$ cat src/rtl/gf_pkg.sv
// Shared GF(2^8) definitions: field width, reduction polynomial and the
// dot-product controller state encoding.
package gf_pkg;
  localparam int         GF_W    = 8;
  localparam logic [7:0] GF_POLY = 8'h1B;

  typedef enum logic [1:0] {
    IDLE  = 2'd0,
    RUN   = 2'd1,
    DRAIN = 2'd2,
    DONE  = 2'd3
  } state_t;
endpackage

$ cat src/rtl/gf_mul.sv
// Combinational GF(2^8) multiplier: carry-less 8x8 product reduced mod 0x11B.
module gf_mul
  import gf_pkg::*;
(
  input  logic [GF_W-1:0] in_1,
  input  logic [GF_W-1:0] in_2,
  output logic [GF_W-1:0] out
);

  localparam logic [14:0] POLY_FULL = 15'({1'b1, GF_POLY});

  logic [14:0] prod;
  logic [14:0] red;

  always_comb begin
    prod = '0;
    for (int i = 0; i < GF_W; i++) begin
      if (in_2[i]) prod = prod ^ (15'(in_1) << i);
    end
  end

  // Fold bits 14..8 back down, highest first, so each step clears its bit.
  always_comb begin
    red = prod;
    for (int k = 14; k >= GF_W; k--) begin
      if (red[k]) red = red ^ (POLY_FULL << (k - GF_W));
    end
  end

  assign out = red[GF_W-1:0];

endmodule

$ cat src/rtl/gf_dot_acc.sv
// Streaming GF(2^8) dot product: N_ELEM pairs in, one-stage multiply
// pipeline, XOR accumulation, one-cycle done pulse with the final result.
//
// state | meaning
// IDLE  | waiting for i_start; o_result holds the previous dot product
// RUN   | accepting operand pairs
// DRAIN | last product accumulating
// DONE  | o_done high, o_result final
module gf_dot_acc
  import gf_pkg::*;
#(
  parameter  int N_ELEM = 4,
  localparam int CNT_W  = $clog2(N_ELEM + 1)
) (
  input  logic            i_clk,
  input  logic            i_rst_n,
  input  logic            i_start,
  input  logic            i_valid,
  input  logic [GF_W-1:0] i_a,
  input  logic [GF_W-1:0] i_b,
  output logic            o_ready,
  output logic [GF_W-1:0] o_result,
  output logic            o_done
);

  state_t           state;
  state_t           state_nxt;
  logic [GF_W-1:0]  acc;
  logic [GF_W-1:0]  p_reg;
  logic             p_valid;
  logic [CNT_W-1:0] count;
  logic [CNT_W-1:0] count_nxt;
  logic [GF_W-1:0]  mul_out;
  logic             accept;
  logic             last;

  gf_mul u_mul (
    .in_1 (i_a),
    .in_2 (i_b),
    .out  (mul_out)
  );

  assign accept    = i_valid & o_ready;
  assign count_nxt = count + CNT_W'(1);
  assign last      = (count_nxt == CNT_W'(N_ELEM));

  always_ff @(posedge i_clk) begin
    if (!i_rst_n) state <= IDLE;
    else          state <= state_nxt;
  end

  always_comb begin
    state_nxt = state;
    case (state)
      IDLE:    if (i_start) state_nxt = RUN;
      RUN:     if (accept && last) state_nxt = DRAIN;
      DRAIN:   state_nxt = DONE;
      DONE:    state_nxt = IDLE;
      default: state_nxt = IDLE;
    endcase
  end

  always_comb begin
    o_ready = (state == RUN);
    o_done  = (state == DONE);
  end

  // Accumulation runs every edge a product is pending, overlapping new accepts.
  always_ff @(posedge i_clk) begin
    if (!i_rst_n) begin
      acc     <= '0;
      p_reg   <= '0;
      p_valid <= 1'b0;
      count   <= '0;
    end else begin
      if (p_valid) acc <= acc ^ p_reg;
      if (state == IDLE && i_start) begin
        acc     <= '0;
        count   <= '0;
        p_valid <= 1'b0;
      end else if (accept) begin
        p_reg   <= mul_out;
        p_valid <= 1'b1;
        count   <= count_nxt;
      end else begin
        p_valid <= 1'b0;
      end
    end
  end

  assign o_result = acc;

endmodule

$ cat config.mk
export PLATFORM = sky130hd
export DESIGN_NAME = gf_dot_acc
export DESIGN_NICKNAME = d
export VERILOG_FILES = /design/src/rtl/gf_pkg.sv /design/src/rtl/gf_mul.sv /design/src/rtl/gf_dot_acc.sv
export SDC_FILE = /design/constraint.sdc
export NUM_CORES = 1
export LEC_CHECK = 0
export BUFFER_PORTS_ARGS = -buffer_cell sky130_fd_sc_hd__buf_2
export CAP_MARGIN = 20
export CORE_MARGIN = 2
export CORE_UTILIZATION = 55
export DETAILED_ROUTE_END_ITERATION = 12
export PLACE_DENSITY_LB_ADDON = 0.15
export SLEW_MARGIN = 5
export SYNTH_ARGS = -nofsm -noshare
export SYNTH_HDL_FRONTEND = slang
export SYNTH_SLANG_ARGS = --single-unit
export TNS_END_PERCENT = 20
$ cat constraint.sdc
create_clock -name i_clk -period 2.45 [get_ports i_clk]
set_clock_uncertainty 0.15 [all_clocks]
set_input_delay 0.1225 -clock i_clk [delete_from_list [all_inputs] [get_ports i_clk]]
set_output_delay 0.1225 -clock i_clk [all_outputs]
set_load 0.05 [all_outputs]
==> flow_metrics.env <==
export IMPL_status="complete, no violations"
export IMPL_ys_ff_latch=22
export IMPL_maxCapViolCount=0
export IMPL_setup_viol=0
export IMPL_routed_via_density=4.89
export IMPL_ios=30
export IMPL_grt_pass1_wl_um=6380
export IMPL_routabilityCongestion=0.856
export IMPL_crit_family="compound AO/OA/AOI/OAI gates"
export IMPL_p_leak_nw=1.01
export IMPL_ant_nets=0
export IMPL_fmax_ghz=0.501
export IMPL_slowest_stage="a221o_1"
export IMPL_slew_viol_final=0
export IMPL_post_route_util_pct=62.1
export IMPL_final_cell_mix="nand2_1, xnor2_1, buf_2"
export IMPL_clock_path_buffers=2
export IMPL_peakVddDrop_v=0.000232
export IMPL_drive_gt1_share_pct=18.7
export IMPL_grt_ovfl_total=0
export IMPL_critPathMaxStageDelay_ps=360
export IMPL_fill_cells=356
export IMPL_hpwl_um=2870
export IMPL_root_buffer="clkbuf_8"
export IMPL_crit_chain="buf_2 > a22o_1 > a211o_1 > a221o_1 > xor2_2 > xnor3_1 > o21ai_1 > and2_1"
export IMPL_antenna_found_initial=0
export IMPL_wl_um=3750
export IMPL_hold_violations=0
export IMPL_synthFlopType="dfxtp_1"
export IMPL_clk_latency_ps=260
export IMPL_synth_area_top_cells="dfxtp_1, xnor2_1, nand2_1"
export IMPL_synth_top_cell_area_share_pct=20.8
export IMPL_cts_resized=0
export IMPL_num_antenna_cells=0
export IMPL_synth_net_count=293
export IMPL_worstSetupStartpointType="input port"
export IMPL_worstMarginPinSlew_ps=391
export IMPL_die_x_um=66.0
export IMPL_powerDensity_nw_per_um2=668
export IMPL_crit_required_ps=2510
export IMPL_nets=311
export IMPL_coreArea_um2=3690
export IMPL_fp_dieArea_um2=4350
export IMPL_ys_seq_area_share_pct=20.8
export IMPL_slew_headroom_pct=73.7
export IMPL_htreeDepth=1
export IMPL_cp_buffers_inverters=1
export IMPL_period_share_pct=81.5
export IMPL_synth_cell_type_count=38
export IMPL_drtPass1Iterations=4
export IMPL_synthArstFlopShare_pct=0
export IMPL_critPathKind="input port to flip-flop"
export IMPL_via_count=1619
export IMPL_synth_area_leader_cell="dfxtp_1"
export IMPL_final_common_cell="nand2_1"
export IMPL_die_h_um=66.0
export IMPL_cp_arrival_ps=2060
export IMPL_cp_max_fo=15
export IMPL_yosys_warnings=0
export IMPL_drcViolationCount=0
export IMPL_cts_tree="yes"
export IMPL_cts_sinks=22
export IMPL_avgSynthCellArea_um2=7.94
export IMPL_cts_buffers=3
export IMPL_grt_use_total_pct=18.5
export IMPL_wl_per_cell_um=11.3
export IMPL_synth_cells=266
export IMPL_row_count=22
export IMPL_post_cts_buffers=0
export IMPL_syn_area_um2=2110
export IMPL_setup_tns_ps=0
export IMPL_grt_pass1_vias=1439
export IMPL_io_buffers=29
export IMPL_hold_buffers=0
export IMPL_syn_to_final_growth_pct=8.41
export IMPL_whs_ps=17.5
export IMPL_synth_edf_count=0
export IMPL_clk_pin_slew_ps=80
export IMPL_cp_end_kind="flip-flop"
export IMPL_drt_first_iter_violations=64
export IMPL_grt_max_degree=16
export IMPL_rsz0062_at_grt="false"
export IMPL_initial_core_util_pct=57.3
export IMPL_period_needed_ps=2000
export IMPL_hp_class="input port to flip-flop"
cells by family (layout without fill, tap and decap cells):
| logic type | after synthesis | count (layout) | share of synthesized area (%) |
|---|---|---|---|
| simple gates | 110 | 110 | 22.2 |
| xor+xnor | 76 | 76 | 38.2 |
| compound gates | 25 | 25 | 7.40 |
| buf+inv | 23 | 40 | 5.68 |
| flops | 22 | 22 | 20.8 |
| fa+ha+maj | 7 | 7 | 4.14 |
| mux | 3 | 3 | 1.48 |
area by class of cell:
cell class                 count  area [µm²]  area share, %
multi-input combinational    221        1550           67.8
sequential                    22         440           19.2
timing repair buffer          32         168           7.32
tap                           48        60.1           2.62
clock buffer                   4        55.1           2.40
inverter                       4        15.0          0.655
synthesized netlist by cell type, types with 5 or more instances:
cell	n
o21ai_0	7
buf_2	9
dfxtp_1	22
nand3_1	5
xnor2_2	8
xor2_1	24
xnor2_1	37
nand2_1	75
clkbuf_1	6
ha_1	7
nor2_1	11
worst paths after layout:
path | startpoint | to | slack (ps) | cells after the start
worst max-delay path | i_a[6] | p_reg[1] | 450 | 8
worst min-delay path | i_valid | count[1] | 20 | 3
worst max register to register | state[0] | p_reg[4] | 810 | 7
worst min register to register | p_reg[7] | p_reg[7] | 320 | 2
stage by stage:
step | cells | setup slack (ps) | total power [mW] | instance area (µm²)
detailed placement | 327 | 174 | 1.29 | 2240
CTS | 331 | 443 | 1.55 | 2290
global placement | 327 | 212 | 1.28 | 2240
floorplan | 266 | 396 | 1.16 | 2110
global route | 331 | 316 | 1.66 | 2290
finish | 331 | 452 | 1.53 | 2290
layer usage:
metal  track usage (%)  vias to the layer above  share of wire, %
li1                  -                      861                 -
met1              23.3                      730                47
met2              33.5                       26                50
met3              1.53                        2               2.5
met4              5.36                        0              0.53
met5                 0                        -                 0
power breakdown:
| part | internal, mW | switching [mW] | total [mW] |
|---|---|---|---|
| logic | 0.401 | 0.425 | 0.826 |
| registers | 0.411 | 0.0377 | 0.448 |
| clock network | 0.143 | 0.112 | 0.255 |
| total | 0.955 | 0.575 | 1.53 |
worst register-to-register path: stages, from the launching register on:
cell,delay [ps]
dfxtp_1,370
inv_1,100
ha_1,230
nand2_1,80
nand3_1,250
nand2_1,150
o21ai_1,60
and2_1,150
No activity file was read; power rests on OpenSTA's default activity.
